`src/rtl/frame_cmd_scheduler.sv`:
```
// Frame command scheduler: FIFOs host sprite words into the back buffer and
// swaps buffers only in vblank. Optional stats ports under SCHED_STATS_EN.
module frame_cmd_scheduler #(
  parameter int FIFO_DEPTH = 16,
  parameter int V_ACTIVE   = 480,
  parameter int V_TOTAL    = 525
) (
  input  logic        clk,
  input  logic        reset,
  input  logic        cmd_valid,
  input  logic [31:0] cmd_data,
  output logic        cmd_ready,
  input  logic        commit_req,
  output logic        commit_ready,
  input  logic [9:0]  vcount,
  output logic [31:0] writedata,
  output logic        front_buf,
  output logic [15:0] frame_count
`ifdef SCHED_STATS_EN
  ,
  output logic [15:0] miss_count,
  output logic        ovf_seen
`endif
);

  localparam int AW = $clog2(FIFO_DEPTH);
  localparam logic [9:0] VA = 10'(V_ACTIVE);
  localparam logic [9:0] VT = 10'(V_TOTAL);
  localparam logic [AW:0] FULL_CNT = (AW+1)'(FIFO_DEPTH);
  localparam logic [AW:0] CNT_ONE = (AW+1)'(1);
  localparam logic [AW-1:0] PTR_ONE = AW'(1);

  typedef enum logic [1:0] {
    S_IDLE,
    S_DRAIN,
    S_ARMED,
    S_FLUSH
  } state_e;

  state_e      state_q;
  logic [26:0] mem [FIFO_DEPTH];
  logic [AW-1:0] rptr_q;
  logic [AW-1:0] wptr_q;
  logic [AW:0] cnt_q;
  logic [AW:0] cnt_d;
  logic [AW:0] pend_q;
  logic [31:0] wd_q;
  logic        front_q;
  logic [15:0] frame_q;
  logic        cr_q;
  logic        fvb_q;

  logic        full;
  logic        empty;
  logic        push;
  logic        pop;
  logic        in_vblank;
  logic        commit_acc;
  logic [26:0] head;
  logic [31:0] issue_w;
  logic [31:0] flush_w;
  logic        unused_bits;

  // info and pp fields of host words are regenerated, never stored
  assign unused_bits = ^{cmd_data[20:17], cmd_data[13]};

  assign full       = (cnt_q == FULL_CNT);
  assign empty      = (cnt_q == '0);
  assign cmd_ready  = !full;
  assign push       = cmd_valid && !full;
  assign in_vblank  = (vcount >= VA) && (vcount < VT);
  assign commit_acc = commit_req && cr_q && (state_q == S_IDLE);

  assign head    = mem[rptr_q];
  assign issue_w = {head[26:16], 4'b0001, head[15:13],
                    ~front_q, head[12:0]};
  assign flush_w = {11'd0, 4'b1111, 3'd0, ~front_q, 13'd0};

  always_comb begin
    pop = 1'b0;
    case (state_q)
      S_IDLE:  pop = !empty;
      S_DRAIN: pop = (pend_q != '0);
      default: pop = 1'b0;
    endcase
  end

  assign cnt_d = cnt_q
               + {{AW{1'b0}}, push}
               - {{AW{1'b0}}, pop};

  always_ff @(posedge clk) begin
    if (push) begin
      mem[wptr_q] <= {cmd_data[31:21],
                      cmd_data[16:14],
                      cmd_data[12:0]};
    end
  end

  always_ff @(posedge clk or negedge reset) begin
    if (!reset) begin
      state_q <= S_IDLE;
      rptr_q  <= '0;
      wptr_q  <= '0;
      cnt_q   <= '0;
      pend_q  <= '0;
      wd_q    <= 32'h0;
      front_q <= 1'b0;
      frame_q <= 16'h0;
      cr_q    <= 1'b1;
      fvb_q   <= 1'b0;
    end else begin
      cnt_q <= cnt_d;
      if (push) wptr_q <= wptr_q + PTR_ONE;
      if (pop)  rptr_q <= rptr_q + PTR_ONE;
      wd_q <= pop ? issue_w : 32'h0;
      if (vcount == 10'd0) fvb_q <= 1'b0;
      case (state_q)
        S_IDLE: begin
          if (commit_acc) begin
            cr_q    <= 1'b0;
            pend_q  <= cnt_d;
            state_q <= (cnt_d == '0) ? S_ARMED : S_DRAIN;
          end
        end
        S_DRAIN: begin
          if (pend_q != '0) pend_q <= pend_q - CNT_ONE;
          if (pend_q <= CNT_ONE) state_q <= S_ARMED;
        end
        S_ARMED: begin
          if (in_vblank && !fvb_q) begin
            wd_q    <= flush_w;
            front_q <= ~front_q;
            frame_q <= frame_q + 16'd1;
            fvb_q   <= 1'b1;
            state_q <= S_FLUSH;
          end
        end
        S_FLUSH: begin
          cr_q    <= 1'b1;
          state_q <= S_IDLE;
        end
        default: state_q <= S_IDLE;
      endcase
    end
  end

  assign writedata    = wd_q;
  assign front_buf    = front_q;
  assign frame_count  = frame_q;
  assign commit_ready = cr_q;

`ifdef SCHED_STATS_EN
  logic [15:0] miss_q;
  logic        ovf_q;
  logic        vb_q;

  always_ff @(posedge clk or negedge reset) begin
    if (!reset) begin
      miss_q <= 16'h0;
      ovf_q  <= 1'b0;
      vb_q   <= 1'b0;
    end else begin
      vb_q <= in_vblank;
      if (cmd_valid && !cmd_ready) ovf_q <= 1'b1;
      if (vb_q && !in_vblank && !cr_q && (miss_q != 16'hFFFF))
        miss_q <= miss_q + 16'd1;
    end
  end

  assign miss_count = miss_q;
  assign ovf_seen   = ovf_q;
`endif

endmodule

```
`config.mk`:
```
export PLATFORM = sky130hd
export DESIGN_NAME = frame_cmd_scheduler
export DESIGN_NICKNAME = d
export VERILOG_FILES = /design/src/rtl/frame_cmd_scheduler.sv
export SDC_FILE = /design/constraint.sdc
export NUM_CORES = 1
export LEC_CHECK = 0
export ABC_AREA = 1
export BUFFER_PORTS_ARGS = -buffer_cell sky130_fd_sc_hd__buf_2
export CAP_MARGIN = 20
export CELL_PAD_IN_SITES_DETAIL_PLACEMENT = 2
export CELL_PAD_IN_SITES_GLOBAL_PLACEMENT = 2
export CORE_ASPECT_RATIO = 1.4
export CORE_MARGIN = 8
export CORE_UTILIZATION = 38
export CTS_CLUSTER_SIZE = 24
export DETAILED_ROUTE_END_ITERATION = 7
export PLACE_DENSITY_LB_ADDON = 0.15
export SLEW_MARGIN = 20
export SYNTH_ARGS = -nofsm -noshare
export SYNTH_HDL_FRONTEND = slang
export SYNTH_SLANG_ARGS = --single-unit
```
`constraint.sdc`:
```
create_clock -name clk -period 2.75 [get_ports clk]
set_clock_uncertainty 0.2 [all_clocks]
set_input_delay 0.4125 -clock clk [delete_from_list [all_inputs] [get_ports clk]]
set_output_delay 0.4125 -clock clk [all_outputs]
set_load 0.005 [all_outputs]
```
==> metrics.txt, run 1 <==
final WL 62300 um; Final GP Congestion 0.756; post-synthesis xor/xnor area fraction 0.705%; WL/cell 23.3 um; Hold Fails Final Rpt 0; Post-synth top cells edfxtp_1 (432), inv_1 (262), nand2_1 (232); hold slack 27.9 ps; htree depth 2; Clock Latency Late Sink 590 ps; Seq/Total Area, Yosys 69.7%; post-synthesis cell area 0.0211 sq mm; Inst Count DP 2558; Hold Crit Depth 1; mux contribution to synthesized area 0%; ranking of synthesized cells by area edfxtp_1 (61%), dfrtp_1 (8.1%), inv_1 (4.7%); Vias/cell 5.23; Slew Limit Fails 0; ratio of cells with drive above 1 in the final layout 14.8%; Yosys top cell area share 61.5%; aggregate global-route resource usage 19.7%; worst path setup slack after routing -86.0 ps; total chip power 0.0248 W; dpl ws -274 ps; CP startpoint kind flip-flop; type of the most critical hold path primary input to flip-flop; kind of critical path flip-flop to flip-flop; total core area 0.0551 sq mm; Peak VDD IR 0.000478 V; crit path DAT 3110 ps; number of global-route vias before repair 15919; failing checks setup timing; Area Growth Syn to Fin 17.3%; top-count cell post-synth edfxtp_1; Layout Cells excl Fill 2673; WP data required 3030 ps; Seq cells post-synth 501; TritonCTS buffer count 51; DP HPWL 38000 um; FF+latch area 0.0147 sq mm; TritonCTS clock tree done; vias 13989; Initial Utilization 38.3%; R2R Path Start cnt_q[3]; LEAKAGE 9.60 nW; chip height 295 um; setup TNS -112 ps; first-pass GRT wire length 96200 um; num ports 97; Final nets 1970; compound-gate portion of the synthesized area 9.86%; Worst R2R Path Depth 17; R2R setup slack -90 ps; Die W 215 um; status finished with violations; initial antenna violation count 1; leading area contributor after synthesis edfxtp_1; DRT iter0 DRCs 658; post-route ant nets 0; Antenna Cells 0; largest net degree at the start of global routing 93; syn_area_per_cell 12.0 sq um; max cap viols 0; Num Clock Sinks 501; reg2reg end state_q[0]; # rows 102; RSZ-0062 raised after global routing true; Distinct cells, synth 35; PwrDens 1000 mW/mm^2; Clock Path Buffers 3; Filler Cell Count 5591; Post-synth EDFFs 432; Worst Path Max Fanout 2; clock root buffer clkbuf_16; Setup violations, final 2; relative slew slack 49.9%; clock-pin slew on the worst setup and hold paths 60 ps; First-pass DRT Iterations 4; Mapped Cells 1763; minimum clock period 2840 ps; Least-Margin Pin Slew 750 ps; Period Utilization, post-route 103%; hold endpoint mem[11][23]; CP endpoint kind flip-flop; I/O Buffers 91; Async SR Flop Fraction 13.8%; HP Start cmd_data[28]; post-synthesis adder-cell area fraction 1.28%; Post-synth top flop edfxtp_1; YS warnings 0; Post-route DRC 0; die area 0.0634 sq mm; largest family of logic cells by synthesized area simple AND/OR/NAND/NOR gates; Syn Nets 1830; grt ovf 0; Fmax 353 MHz; simple-gate portion of the synthesized area 10.5%; area of the multi-input gates 0.00493 sq mm
==> layer usage <==
metal	share of wire (%)	vias to the layer above	GRT usage [%]
li1	-	6404	-
met1	39	7268	22.0
met2	55	194	38.1
met3	2.4	123	2.45
met4	3.4	0	6.97
met5	0	-	0
==> how the worst max path moves through the flow <==
stage              from         end  slack, ps  cells after the start
2_1_floorplan  cnt_q[2]  mem[11][0]        -70                      7
3_3_place_gp   cnt_q[2]  state_q[0]       -230                     17
3_5_place_dp   cnt_q[2]  state_q[0]       -270                     17
4_1_cts        cnt_q[2]  state_q[0]       -100                     17
5_1_grt        cnt_q[2]  state_q[0]       -230                     17
6_report       cnt_q[3]  state_q[0]        -90                     17
==> final cells by class <==
| type | count | share of cell area (%) |
|---|---|---|
| Clock inverter | 29 | 0.854 |
| Timing Repair Buffer | 182 | 6.46 |
| Clock buffer | 66 | 5.64 |
| Tap cell | 728 | 3.68 |
| Multi-Input combinational cell | 903 | 19.9 |
| Sequential cell | 501 | 59.4 |
| Inverter | 264 | 4.02 |
==> metrics by stage <==
| stage | utilization, % | area [sq um] |
|---|---|---|
| 2_1_floorplan | - | 21100 |
| 3_3_place_gp | 41.5 | 22900 |
| 3_5_place_dp | 41.5 | 22900 |
| 4_1_cts | 44.8 | 24700 |
| 5_1_grt | 44.9 | 24800 |
| 6_report | 44.9 | 24800 |
==> flip-flops by register name (all words and copies together) (netlist names) <==
register and cells:
mem 432, fvb_q 1, writedata 30, state_q 2, wptr_q 4, commit_ready 1
frame_count 16, cnt_q 5, rptr_q 4, front_buf 1, pend_q 5
==> cell families after synthesis <==
kind of cell / after synthesis
XOR/XNOR: 17
adder cells (fa/ha/maj): 21
buffers and inverters: 359
AO/OA/AOI/OAI: 359
flip-flops: 501
AND/OR/NAND/NOR: 506
==> what timing repair did <==
action | 4_1_cts | 5_1_grt
hold buffers | 18 | 0
pin swaps | 12 | 10
hold endpoints to repair | 200 | 0
gates resized for setup | 12 | 12
buffers inserted | 2 | 0
endpoints found under the setup margin | 5 | 5
==> power by group <==
part	switching [W]	leakage, nW	internal (W)
clock	0.00294	0.793	0.00385
sequential	0.000428	4.72	0.00929
combinational	0.00559	4.09	0.00274
==> worst max-delay path, cell delays in order, from the launching register on <==
cell and delay (ps):
dfrtp_1 390, inv_2 90, ha_4 140, nand3_2 60
o21ai_2 160, nand2_4 80, ha_4 270, inv_2 40
ha_4 160, fa_2 460, nor2_2 90, nand2_1 50
nor2_1 100, nand3_1 140, nor2_1 120, nor2_1 50
nand2_1 60, nand2_1 60
==> placed cells by master, fill, tap and decap left out, drive strengths merged <==
cell	Yosys	final
xor2	12	12
ha	20	20
dfrtp	68	68
clkinv	0	25
nor3b	1	1
dlygate4sd3	0	18
nor3	5	5
nand4	4	4
fa	1	1
a21oi	118	118
edfxtp	432	432
nand3b	2	2
xnor2	5	5
inv	264	264
o21ai	131	131
bufinv	0	3
a22o	1	1
buf	84	164
nor2	72	72
dfstp	1	1
clkinvlp	0	1
nand2	236	236
o211ai	109	109
clkbuf	11	66
nand3	186	186
(Power assumes the default switching activity.)
==> inputs of run 2 (changes only) <==
--- a/config.mk
+++ b/config.mk
@@ -6,15 +6,15 @@
 export NUM_CORES = 1
 export LEC_CHECK = 0
 export ABC_AREA = 1
-export BUFFER_PORTS_ARGS = -buffer_cell sky130_fd_sc_hd__buf_2
 export CAP_MARGIN = 20
 export CELL_PAD_IN_SITES_DETAIL_PLACEMENT = 2
 export CELL_PAD_IN_SITES_GLOBAL_PLACEMENT = 2
 export CORE_ASPECT_RATIO = 1.4
 export CORE_MARGIN = 8
-export CORE_UTILIZATION = 38
+export CORE_UTILIZATION = 40
 export CTS_CLUSTER_SIZE = 24
 export DETAILED_ROUTE_END_ITERATION = 7
+export DONT_BUFFER_PORTS = 1
 export PLACE_DENSITY_LB_ADDON = 0.15
 export SLEW_MARGIN = 20
 export SYNTH_ARGS = -nofsm -noshare
==> run 2 against run 1 <==
Against the previous run: the run ends with hold timing, setup timing left; largest cell class unchanged; setup slack got worse by 33 ps; flip-flop and latch count stayed put; sequential share of layout area grew 0.74 points; first-iteration DRC count is 6.8% lower; final cell count shrank 2.7%; largest power group unchanged; highest routed layer unchanged; critical path depth unchanged; clock power down 2%; total power shrank 0.86%; register-to-register slack got worse by 30 ps; cell area down 1.2%.
==> metrics.txt, run 2 (same netlist as run 1, synthesis figures left out) <==
dpl ws -345 ps (-71.0 ps); CP Cell Sequence inv_2, ha_4, nand3_4, o21ai_4, nand2_4, ha_4, inv_2, ha_4, fa_2, nor2_1, nand2_1, nor2_2, nand3_2, nor2_2, nor2_1, nand2_1, nand2_1; total core area 0.0521 sq mm (-5.4%); Sw Share 36.5% (+0.37 points); Clock Latency Late Sink 600 ps (about the same); largest register by flop count mem; crit path DAT 3150 ps (+40 ps); RSZ-0062 raised after global routing true; Crit. path cell count 17 (unchanged); chip height 288 um (-2.4%); Clock Power Share 27.1% (-0.2 points); Power Internal 0.0156 W (-1.4%); status finished with violations; Post-Route Utilization 46.9% (+2.0 points); Fmax 349 MHz (-1.2%); kind of critical path flip-flop to flip-flop; die area 0.0605 sq mm (-4.7%); Least-Margin Pin Slew 790 ps (+40.7 ps); failing checks hold timing, setup timing; First-pass DRT Iterations 5 (+1); clock-pin slew on the worst setup and hold paths 60 ps (about the same); Post-route DRC 0 (unchanged); max cap viols 0 (unchanged); WL/cell 24.1 um (+3.6%); Clock Path Buffers 3 (unchanged); Initial Utilization 40.5% (+2.2 points); CP Launch Point cnt_q[3]; type of the most critical hold path primary input to flip-flop; R2R setup slack -120 ps (-30 ps); Largest register FFs 432 (unchanged); htree depth 2 (unchanged); post-route ant nets 0 (unchanged); CP Buf/Inv Count 2 (unchanged); total chip power 0.0246 W (-0.86%); Layout Cells excl Fill 2602 (-2.7%); Area Growth Syn to Fin 15.8%; Final GP Congestion 0.753 (-0.37%); Slew Limit Fails 0 (unchanged); total net switching power 0.00898 W (+0.15%); slowest stage cell, crit path fa_2; minimum clock period 2870 ps (+33.2 ps); TritonCTS clock tree done; Die W 210 um (-2.3%); hold slack -35.4 ps (-63.3 ps); Hold Fails Final Rpt 1 (+1); Comb power frac 33.5% (about the same); grt ovf 0 (unchanged); I/O Buffers 0 (-100%); R2R Path Start cnt_q[3]; CP endpoint state_q[0]; largest net degree at the start of global routing 125 (+34%); relative slew slack 47.1% (-2.8 points); CP startpoint kind flip-flop; final WL 62800 um (+0.83%); TritonCTS buffer count 51 (unchanged); most frequent cells in the layout edfxtp_1 (432), inv_1 (258), nand2_1 (231), nand3_1 (183), a21oi_1 (117); Vias/cell 5.29 (+1.1%); aggregate global-route resource usage 21.0% (+1.2 points); CP peak stage delay 480 ps (+20 ps); LEAKAGE 9.35 nW (-2.6%); Setup violations, final 2 (unchanged); Final nets 1917 (-2.7%); num ports 97 (unchanged); PwrDens 1010 mW/mm^2 (+0.37%); CP endpoint kind flip-flop; DP HPWL 38800 um (+1.9%); sequential fraction of design power 39.4% (+0.3 points); # rows 99 (-2.9%); worst path setup slack after routing -119 ps (-33.2 ps); Worst Path Max Fanout 2 (unchanged); WP data required 3030 ps (about the same); DRT iter0 DRCs 613 (-6.8%); Num Clock Sinks 501 (unchanged); first-pass GRT wire length 96200 um (about the same); number of global-route vias before repair 15689 (-1.4%); leading cell type in the layout, fill and taps excluded edfxtp_1; reg2reg end state_q[0]; Inst Count DP 2462 (-3.8%); Worst R2R Path Depth 17 (unchanged); clock root buffer clkbuf_16; Peak VDD IR 0.000642 V (+34%); initial antenna violation count 4 (+3); Period Utilization, post-route 104% (+1.2 points); vias 13766 (-1.6%); ratio of cells with drive above 1 in the final layout 11.1% (-3.7 points); Crit path max-delay family adder cells
-- run 2: cell types whose count changed in the layout (fill, tap and decap cells not counted), sizes merged --
cell / delta
dlygate4sd3: +17
buf: -70
inv: +1
bufinv: -3
diode: +2
clkbuf: +15
clkinv: -11
clkinvlp: -1
-- run 2: metrics by stage --
stage          hold WS (ps)  TNS, ps  area [sq um]
2_1_floorplan         -83.1   -29650         21100
3_3_place_gp          -79.6     -437         22400
3_5_place_dp          -79.1    -1060         22400
4_1_cts                 121     -233         24400
5_1_grt                18.9     -727         24400
6_report              -35.4     -225         24400
-- run 2: per-layer routing --
layer,vias to the layer above,GRT usage (%),wire [um]
met5,-,0,0
met2,200,40.4,34700
met4,0,5.86,1580
li1,6311,-,-
met3,91,3.12,1810
met1,7164,23.5,24800
-- run 2: power by group through the flow --
| stage | clock network, W | registers [W] | logic (W) |
|---|---|---|---|
| floorplan | 0 | 0.00970 | 0.00536 |
| global placement | 0 | 0.00983 | 0.00757 |
| detailed placement | 0 | 0.00988 | 0.00799 |
| CTS | 0.00686 | 0.00973 | 0.00838 |
| global route | 0.00712 | 0.00979 | 0.00910 |
| finish | 0.00667 | 0.00971 | 0.00825 |
-- run 2: area by class of cell --
cell class                 count  area (sq um)
sequential                   501         14700
clock buffer                  81          1500
tap                          707           885
clock inverter                15          82.6
timing repair buffer         129          1340
multi-input combinational    903          4930
antenna                        2          5.00
inverter                     264           996
fill                        5160         27700
-- run 2: what timing repair did --
item | CTS | global route
gates cloned | 0 | 0
buffers inserted | 5 | 1
hold buffers | 36 | 1
pin swaps | 10 | 2
endpoints found under the setup margin | 7 | 5
resized for setup | 14 | 5
hold endpoints to repair | 505 | 1
-- run 2: worst reg2reg max path: cells and delay by family (launching register included) --
family	cells	cell delay (ps)
flops	1	390
buf+inv	2	130
fa+ha+maj	4	1050
simple gates	10	850
compound gates	1	160
-- run 2: worst min-delay path by stage --
stage	start	to	cells after the start
floorplan	reset	cnt_q[0]	0
detailed placement	reset	frame_count[13]	0
finish	vcount[5]	fvb_q	4
global placement	reset	frame_count[14]	0
CTS	vcount[9]	writedata[20]	4
global route	vcount[5]	fvb_q	4
